--- config.mk ---
export PLATFORM = sky130hd
export DESIGN_NAME = fifo_wr_arbiter
export DESIGN_NICKNAME = d
export VERILOG_FILES = /design/src/rtl/fifo_arb_pkg.sv /design/src/rtl/rr_pick.sv /design/src/rtl/fifo_wr_arbiter.sv
export SDC_FILE = /design/constraint.sdc
export NUM_CORES = 1
export LEC_CHECK = 0
export CORE_MARGIN = 10
export CORE_UTILIZATION = 35
export CTS_CLUSTER_DIAMETER = 150
export DETAILED_ROUTE_END_ITERATION = 10
export GPL_ROUTABILITY_DRIVEN = 0
export HOLD_SLACK_MARGIN = 0.1
export PLACE_DENSITY = 0.83
export SKIP_CTS_REPAIR_TIMING = 1
export SLEW_MARGIN = 20
export SYNTH_ARGS = -nofsm -noshare
export SYNTH_HDL_FRONTEND = slang
export SYNTH_SLANG_ARGS = --single-unit
--- constraint.sdc ---
create_clock -name clock -period 6.92 [get_ports clock]
set_input_delay 1.384 -clock clock [delete_from_list [all_inputs] [get_ports clock]]
set_output_delay 1.384 -clock clock [all_outputs]
set_load 0.01 [all_outputs]
--- src/rtl/fifo_arb_pkg.sv ---
// Shared constants and state encoding for the FIFO write arbiter.
package fifo_arb_pkg;

  localparam int unsigned N_REQ      = 4;
  localparam int unsigned DATA_W     = 16;
  localparam int unsigned FIFO_DEPTH = 16;
  localparam int unsigned FULL_LVL   = 15;
  localparam int unsigned MAX_BURST  = 4;

  typedef enum logic [1:0] {
    StIdle,
    StGrant,
    StStall
  } arb_state_e;

endpackage

--- src/rtl/rr_pick.sv ---
// Round-robin picker: first set bit of valid searching from last_idx+1 upward, wrapping
// around so last_idx itself is the final candidate.
module rr_pick #(
  parameter int unsigned N     = 4,
  parameter int unsigned IDX_W = 2
) (
  input  logic [N-1:0]     valid,
  input  logic [IDX_W-1:0] last_idx,
  output logic [IDX_W-1:0] pick_idx,
  output logic             found
);

  logic [IDX_W-1:0] cand;

  always_comb begin
    pick_idx = last_idx;
    found    = 1'b0;
    cand     = '0;
    // Walk farthest-to-nearest so the nearest valid port is the last one written.
    for (int off = int'(N); off >= 1; off--) begin
      cand = IDX_W'((int'(last_idx) + off) % int'(N));
      if (valid[cand]) begin
        pick_idx = cand;
        found    = 1'b1;
      end
    end
  end

endmodule

--- src/rtl/fifo_wr_arbiter.sv ---
// Round-robin arbiter merging N_REQ producer streams into one FIFO write port, with
// bounded bursts and a shadow occupancy counter that stalls grants when the FIFO is full.
module fifo_wr_arbiter #(
  parameter int unsigned N_REQ     = fifo_arb_pkg::N_REQ,
  parameter int unsigned DATA_W    = fifo_arb_pkg::DATA_W,
  parameter int unsigned MAX_BURST = fifo_arb_pkg::MAX_BURST
) (
  input  logic                    clock,
  input  logic                    reset,
  input  logic [N_REQ-1:0]        req_valid,
  input  logic [N_REQ*DATA_W-1:0] req_data,
  output logic [N_REQ-1:0]        req_ready,
  input  logic                    fifo_rd,
  output logic                    fifo_write,
  output logic [DATA_W-1:0]       fifo_data,
  output logic [1:0]              grant_id,
  output logic                    grant_active,
  output logic [3:0]              occupancy
);

  localparam int unsigned BURST_W = $clog2(MAX_BURST + 1);
  localparam int unsigned OCC_W   = $clog2(fifo_arb_pkg::FIFO_DEPTH);
  localparam int unsigned SUM_W   = OCC_W + 1;

  fifo_arb_pkg::arb_state_e state_q;

  logic [1:0]         grant_q;
  logic [1:0]         last_q;
  logic [BURST_W-1:0] burst_q;
  logic [OCC_W-1:0]   occ_q;
  logic               wr_q;
  logic [DATA_W-1:0]  data_q;

  logic               space;
  logic               space_nxt;
  logic               accept;
  logic               burst_end;
  logic               rearb;
  logic [BURST_W-1:0] burst_inc;
  logic [OCC_W-1:0]   occ_d;
  logic [DATA_W-1:0]  grant_word;
  logic [1:0]         pick_idx;
  logic               pick_found;

  rr_pick #(
    .N     (N_REQ),
    .IDX_W (2)
  ) u_rr_pick (
    .valid    (req_valid),
    .last_idx (last_q),
    .pick_idx (pick_idx),
    .found    (pick_found)
  );

  always_comb begin
    grant_word = '0;
    for (int k = 0; k < int'(N_REQ); k++) begin
      if (grant_q == 2'(k)) begin
        grant_word = req_data[k*DATA_W +: DATA_W];
      end
    end
  end

  // A word still in the write register counts against space; same-cycle reads do not.
  assign space = (SUM_W'(occ_q) + SUM_W'(wr_q)) < SUM_W'(fifo_arb_pkg::FULL_LVL);

  assign accept = (state_q == fifo_arb_pkg::StGrant) && space && req_valid[grant_q];

  always_comb begin
    occ_d = occ_q;
    if (wr_q && !fifo_rd) begin
      occ_d = occ_q + OCC_W'(1);
    end else if (!wr_q && fifo_rd && (occ_q != '0)) begin
      occ_d = occ_q - OCC_W'(1);
    end
  end

  assign space_nxt = (SUM_W'(occ_d) + SUM_W'(accept)) < SUM_W'(fifo_arb_pkg::FULL_LVL);
  assign burst_inc = burst_q + BURST_W'(accept);
  assign burst_end = accept && (burst_inc == BURST_W'(MAX_BURST));
  assign rearb     = burst_end || !req_valid[grant_q];

  always_ff @(posedge clock) begin
    if (reset) begin
      state_q <= fifo_arb_pkg::StIdle;
      grant_q <= 2'd0;
      last_q  <= 2'd3;
      burst_q <= '0;
      occ_q   <= '0;
      wr_q    <= 1'b0;
      data_q  <= '0;
    end else begin
      occ_q <= occ_d;
      wr_q  <= accept;
      if (accept) begin
        data_q <= grant_word;
      end
      unique case (state_q)
        fifo_arb_pkg::StIdle: begin
          if (pick_found) begin
            state_q <= fifo_arb_pkg::StGrant;
            grant_q <= pick_idx;
            last_q  <= pick_idx;
            burst_q <= '0;
          end
        end
        fifo_arb_pkg::StGrant: begin
          if (!pick_found) begin
            state_q <= fifo_arb_pkg::StIdle;
          end else begin
            // The picker also returns the current grantee when it is the only valid port.
            if (rearb) begin
              grant_q <= pick_idx;
              last_q  <= pick_idx;
              burst_q <= '0;
            end else begin
              burst_q <= burst_inc;
            end
            state_q <= space_nxt ? fifo_arb_pkg::StGrant : fifo_arb_pkg::StStall;
          end
        end
        fifo_arb_pkg::StStall: begin
          if (space_nxt) begin
            state_q <= fifo_arb_pkg::StGrant;
          end
        end
        default: state_q <= fifo_arb_pkg::StIdle;
      endcase
    end
  end

  always_comb begin
    req_ready = '0;
    if ((state_q == fifo_arb_pkg::StGrant) && space) begin
      req_ready = N_REQ'(1) << grant_q;
    end
  end

  assign fifo_write   = wr_q;
  assign fifo_data    = data_q;
  assign grant_id     = grant_q;
  assign grant_active = (state_q != fifo_arb_pkg::StIdle);
  assign occupancy    = 4'(occ_q);

  assert property (@(posedge clock) disable iff (reset) $onehot0(req_ready));
  assert property (@(posedge clock) disable iff (reset)
                   occupancy <= 4'(fifo_arb_pkg::FULL_LVL));

endmodule

Word-level counts from Yosys, hierarchy flattened
Cells that the tools add are included.
{"block": "classes", "n_addsub": 9, "order_cmp": 7, "n_eq_ne": 10, "shifts": 1, "mux": 38, "n_reduce_logical": 18}
{"operator": "$mux W16", "n": 4}
{"operator": "$mux W2", "n": 11}
{"operator": "$lt A2 B3 Y1 const B", "n": 5}
{"operator": "$mux W4", "n": 3}
{"operator": "$add A4 B1 Y5", "n": 2}
{"operator": "$bmux W1 S2", "n": 5}
{"operator": "$lt A5 B4 Y1 const B", "n": 2}
{"operator": "$mux W1", "n": 9}
{"operator": "$mux W3", "n": 3}
{"operator": "$ne A2 B2 Y1 const B", "n": 4}
{"operator": "$eq A2 B2 Y1 const B", "n": 3}
{"operator": "$logic_and A1 B1 Y1", "n": 6}
{"operator": "$pmux W2 S3", "n": 1}
{"operator": "$pmux W3 S2", "n": 1}
{"operator": "$add A2 B1 Y2 const B", "n": 2}
{"operator": "$add A2 B2 Y2 const B", "n": 2}
{"operator": "$add A4 B1 Y4 const B", "n": 1}
{"operator": "$eq A2 B1 Y1 const B", "n": 2}
{"operator": "$logic_not A2 Y1", "n": 2}
{"operator": "$pmux W2 S2", "n": 1}
{"operator": "$reduce_and A4 Y1", "n": 1}
{"operator": "$reduce_bool A2 Y1", "n": 2}
{"operator": "$reduce_bool A4 Y1", "n": 1}
{"operator": "$shl A1 B2 Y4 const A", "n": 1}
{"operator": "7 further kinds", "n": 9}
{"block": "totals", "ff_bits": 30, "input_bits": 71, "output_inout_bits": 28, "elab_cells": 90}

Logic depth before layout (Yosys ltp)
{"block": "logic_depth", "ltp_word": 11, "ltp_mapped": 14}

Modules after synthesis
A second synthesis with hierarchy kept.
{"block": "hier_totals", "cells_unflattened": 179, "area_unflattened_um2": 1905.6}
{"module": "fifo_wr_arbiter", "n_inst": 1, "cells_per_inst": 165, "area_per_inst_um2": 1823.0, "seq_area_each_um2": 600.6}
{"module": "rr_pick", "n_inst": 1, "cells_per_inst": 14, "area_per_inst_um2": 82.6, "seq_area_each_um2": 0.0}

Least setup slack after synthesis
Ideal clock, no wire load.
{"block": "synth_timing", "path_kind": "input port to flip-flop", "startpoint": "input req_valid[3]", "endpoint": "register last_q[0]", "t_arrival_ps": 3282, "setup_slack_ps": 3515, "stages": 10, "n_path_buf": 0, "cell_sequence": "mux4_2 nand2_1 inv_1 ha_1 ha_1 nor2_1 o21ai_0 o21a_4 nor4_4 o21ai_1"}
{"block": "synth_via", "elab_chain_len": 9, "elab_cells_between_ends": 32, "classes_between": "add/sub: 1; eq/ne: 4; mux: 22; reduce/logical: 5"}
{"item": "start: declaration", "line_no": "fifo_wr_arbiter.sv:10", "text": "input logic [N_REQ-1:0] req_valid,"}
{"item": "$bmux W1 S2 (*)", "line_no": "fifo_wr_arbiter.sv:67", "text": "assign accept = (state_q == fifo_arb_pkg::StGrant) && space && req_valid[grant_q];"}
{"item": "$mux W1 (not written as such) (*)", "line_no": "fifo_wr_arbiter.sv:67"}
{"item": "$logic_and A1 B1 Y1 (*)", "line_no": "fifo_wr_arbiter.sv:67"}
{"item": "net accept", "line_no": "fifo_wr_arbiter.sv:36", "text": "logic accept;"}
{"item": "$add A3 B1 Y3", "line_no": "fifo_wr_arbiter.sv:79", "text": "assign burst_inc = burst_q + BURST_W'(accept);"}
{"item": "$eq A3 B3 Y1", "line_no": "fifo_wr_arbiter.sv:80", "text": "assign burst_end = accept && (burst_inc == BURST_W'(MAX_BURST));"}
{"item": "$logic_and A1 B1 Y1 (*)", "line_no": "fifo_wr_arbiter.sv:80"}
{"item": "$logic_or A1 B1 Y1 (*)", "line_no": "fifo_wr_arbiter.sv:81", "text": "assign rearb = burst_end || !req_valid[grant_q];"}
{"item": "$ne A2 B2 Y1 (no source line) (*)"}
{"item": "$reduce_and A4 Y1 (no source line) (*)"}
{"item": "end signal: assignment", "line_no": "fifo_wr_arbiter.sv:103", "text": "last_q <= pick_idx;"}
{"item": "end signal: assignment", "line_no": "fifo_wr_arbiter.sv:114", "text": "last_q <= pick_idx;"}
{"item": "end: declaration", "line_no": "fifo_wr_arbiter.sv:28", "text": "logic [1:0] last_q;"}
The timed path passes the listed nets; every way through them passes the cells marked *. The select of a mux whose other input is x is not followed.
A chain may end at the register's enable or synchronous reset.

Worst setup path after layout
{"block": "layout_timing", "startpoint": "register wr_q, in the netlist fifo_write", "endpoint": "output req_ready[1]"}
{"block": "layout_via", "elab_chain_len": 4}
{"item": "start: declaration", "line_no": "fifo_wr_arbiter.sv:31", "text": "logic wr_q;"}
{"item": "start signal: assignment", "line_no": "fifo_wr_arbiter.sv:94", "text": "wr_q <= accept;"}
{"item": "$add A4 B1 Y5", "line_no": "fifo_wr_arbiter.sv:65", "text": "assign space = (SUM_W'(occ_q) + SUM_W'(wr_q)) < SUM_W'(fifo_arb_pkg::FULL_LVL);"}
{"item": "$lt A5 B4 Y1", "line_no": "fifo_wr_arbiter.sv:65"}
{"item": "$logic_and A1 B1 Y1", "line_no": "fifo_wr_arbiter.sv:134", "text": "if ((state_q == fifo_arb_pkg::StGrant) && space) begin"}
{"item": "$mux W4", "line_no": "fifo_wr_arbiter.sv:134"}
{"item": "end: declaration", "line_no": "fifo_wr_arbiter.sv:12", "text": "output logic [N_REQ-1:0] req_ready,"}
Every way passes these cells.

==> flow_summary.toml <==
[grt]
grtUsageTotal_pct = 13.4
grt_max_degree = 24
grt_pass1_wl_um = 9400
grt_pass1_vias = 1888
grt-ovfl-total = 0
grt_antenna_before_repair = 0

[cts]
cts_tree = "done"
cts.sinks = 30
clock_latency_ps = 280
clk_pin_slew_ps = 60
clockBufferDepth = 2
cts_htree_levels = 2
numCtsBuffers = 5
cts-root-buf = "clkbuf_8"

[synth]
synth_edf_count = 0
synth_top_area_share_pct = 31.4
yosys.area_share.adder_pct = 5.75
synthesis.area_mm2 = 0.00192
synth.most_common_cell = "dfxtp_1"
ys.warnings.count = 0
synth_top_family_by_area = "multiplexers"
synthArstFlopShare_pct = 0
ys_seq_area_share_pct = 31.4
synth_top_cell_by_area = "dfxtp_1"
ys.flop_type = "dfxtp_1"
synth_cell_types = 48
syn_nets = 256
synthXorXnorAreaFrac_pct = 2.68
synth_compound_area_share_pct = 20.0
synthSimpleGateAreaFrac_pct = 14.6
postSynthAreaPerCell_um2 = 10.8
synthMuxAreaShare_pct = 21.1
synthTopCellsByCount = "dfxtp_1, mux4_2, a22o_1, nor2_1, inv_1"
ys_ff_latch = 30
synthTopCellsByArea = "dfxtp_1, mux4_2, a22o_1, ha_1, nor2_1"
syn_inst = 177

[die]
core_region_area_mm2 = 0.00520
ios = 99
initial_core_util_pct = 36.8
row_count = 26
die_w_um = 94.0
die_h_um = 94.0
die_area_mm2 = 0.00883

[route]
postRouteAntennaNets = 0
vias_per_cell = 5.25
num_vias = 1810
wl_um = 5910
drtIter0Drc = 36
drcViolationCount = 0
wl_per_cell_um = 17.1
dr.pass1.iters = 4

[critical_path]
crit_path_start_kind = "flop"
critPathMaxStageDelay_ps = 530
crit_fanout = 7
worstSetupPathType = "flop to output port"
reg2reg_depth = 11
r2r_start = "grant_id[0]$_SDFFE_PP0P_"
cp.buffers_inverters = 1
cpMaxStageDelayCell = "clkdlybuf4s50_1"
path_cells = "ha_1, ha_1, xor2_1, nand3_1, o211ai_1, nor3b_1, clkdlybuf4s50_1"
timing.critical_path.mode_cell = "ha_1"
worst-path-stages = 7
end_kind = "output port"
cp.required_ps = 5540
crit_start = "fifo_write$_SDFF_PP0_"
path_delay_family = "buffers and inverters"
arrival_ps = 2450

[power]
peakVddDrop_mv = 0.105
power_density_mw_per_mm2 = 227
leakagePower_nw = 1.16

[finish]
final_cells = 345
antennaDiodeCount = 0
final_area_mm2 = 0.00304
fin_nets = 353
fill_cells = 465
area_growth_pct = 58.5
drive_above_1_share_pct = 13.8

[sta]
setup_viol = 0
max_freq_mhz = 261
rsz0062_at_grt = "no"
clock_skew_ps = 3.52
whs_ps = 475
hold_viol = 0
worst_pin_slew_ps = 1040
slew_headroom_pct = 30.7
report.final.slew_viol_count = 0
period_minus_slack_ps = 3840
tns_ps = 0
period_share_pct = 55.4

[worst_hold_path]
hold_start = "burst_q[2]$_SDFFE_PP0P_"
hold_depth = 2
hp-class = "flop to flop"

[placed_design]
dp_hpwl_um = 4860
io_buffers = 98
dp_cells = 337
postPlaceCellArea_mm2 = 0.00294

[status]
outcome = "complete, no violations"

[flow_run]
maxCapViolations = 0
==> power breakdown <==
part	total (mW)	internal, mW	switching [mW]
sequential	0.240	0.197	0.0422
clock	0.147	0.0798	0.0671
combinational	0.304	0.179	0.125
==> per-layer routing <==
metal / vias to the layer above / global-route usage [%] / wire [um]
met1: 868 / 14.6 / 2350
li1: 880 / - / -
met5: - / 0 / 0
met3: 10 / 5.04 / 385
met2: 52 / 23.4 / 3070
met4: 0 / 4.18 / 104
==> tightest hold or removal path, stage by stage (launching register included) <==
cell and delay (ps):
dfxtp_1 320, nand2_1 50, a21oi_1 50
==> state kept, by name, indices dropped and copies added, names as in the netlist <==
name	cells
fifo_data	16
occupancy	4
burst_q	3
grant_id	2
last_q	2
state_q	2
fifo_write	1
==> per-stage QoR <==
stage / total power [mW] / setup WS [ps] / utilization (%)
finish: 0.691 / 3080 / 58.3
global route: 0.742 / 2900 / 58.3
CTS: 0.700 / 3060 / 58.3
detailed placement: 0.552 / 2870 / 56.5
global placement: 0.544 / 2950 / 56.5
floorplan: 0.424 / 3520 / -
==> layout make-up <==
cell class / instances / area [um^2] / share of cell area [%]
inverter: 10 / 37.5 / 1.24
sequential: 30 / 601 / 19.8
timing repair buffer: 99 / 988 / 32.6
clock buffer: 6 / 82.6 / 2.72
clock inverter: 2 / 12.5 / 0.412
tap: 70 / 87.6 / 2.88
multi-input combinational: 128 / 1230 / 40.4
==> final timing paths <==
path              slack, ps                        to
setup / recovery       3080              req_ready[1]
hold / removal          470   burst_q[2]$_SDFFE_PP0P_
setup reg to reg       3800  grant_id[0]$_SDFFE_PP0P_
hold reg to reg         470   burst_q[2]$_SDFFE_PP0P_
==> cells by family after synthesis <==
| group | count (synthesis) |
|---|---|
| AOI/OAI and AO/OA | 49 |
| xor gates and xnor gates | 5 |
| adders and majority gates | 9 |
| buffers and inverters | 19 |
| DFF | 30 |
| muxes | 19 |
| and+or+nand+nor | 46 |
==> layout by cell type, fill, tap and decap left out, drive strengths merged, types with 2 or more instances in the layout <==
master	n
clkdlybuf4s50	98
dfxtp	30
mux4	17
a22o	16
nor2	13
inv	10
a21oi	9
ha	8
o21ai	8
nand3	6
nand2	6
clkbuf	6
nor2b	5
a22oi	3
xnor2	3
nor3b	3
and2	3
xor2	2
nand2b	2
or3	2
o211ai	2
nor3	2
a31oi	2
nand4	2
No activity file was read; power rests on OpenSTA's default activity.
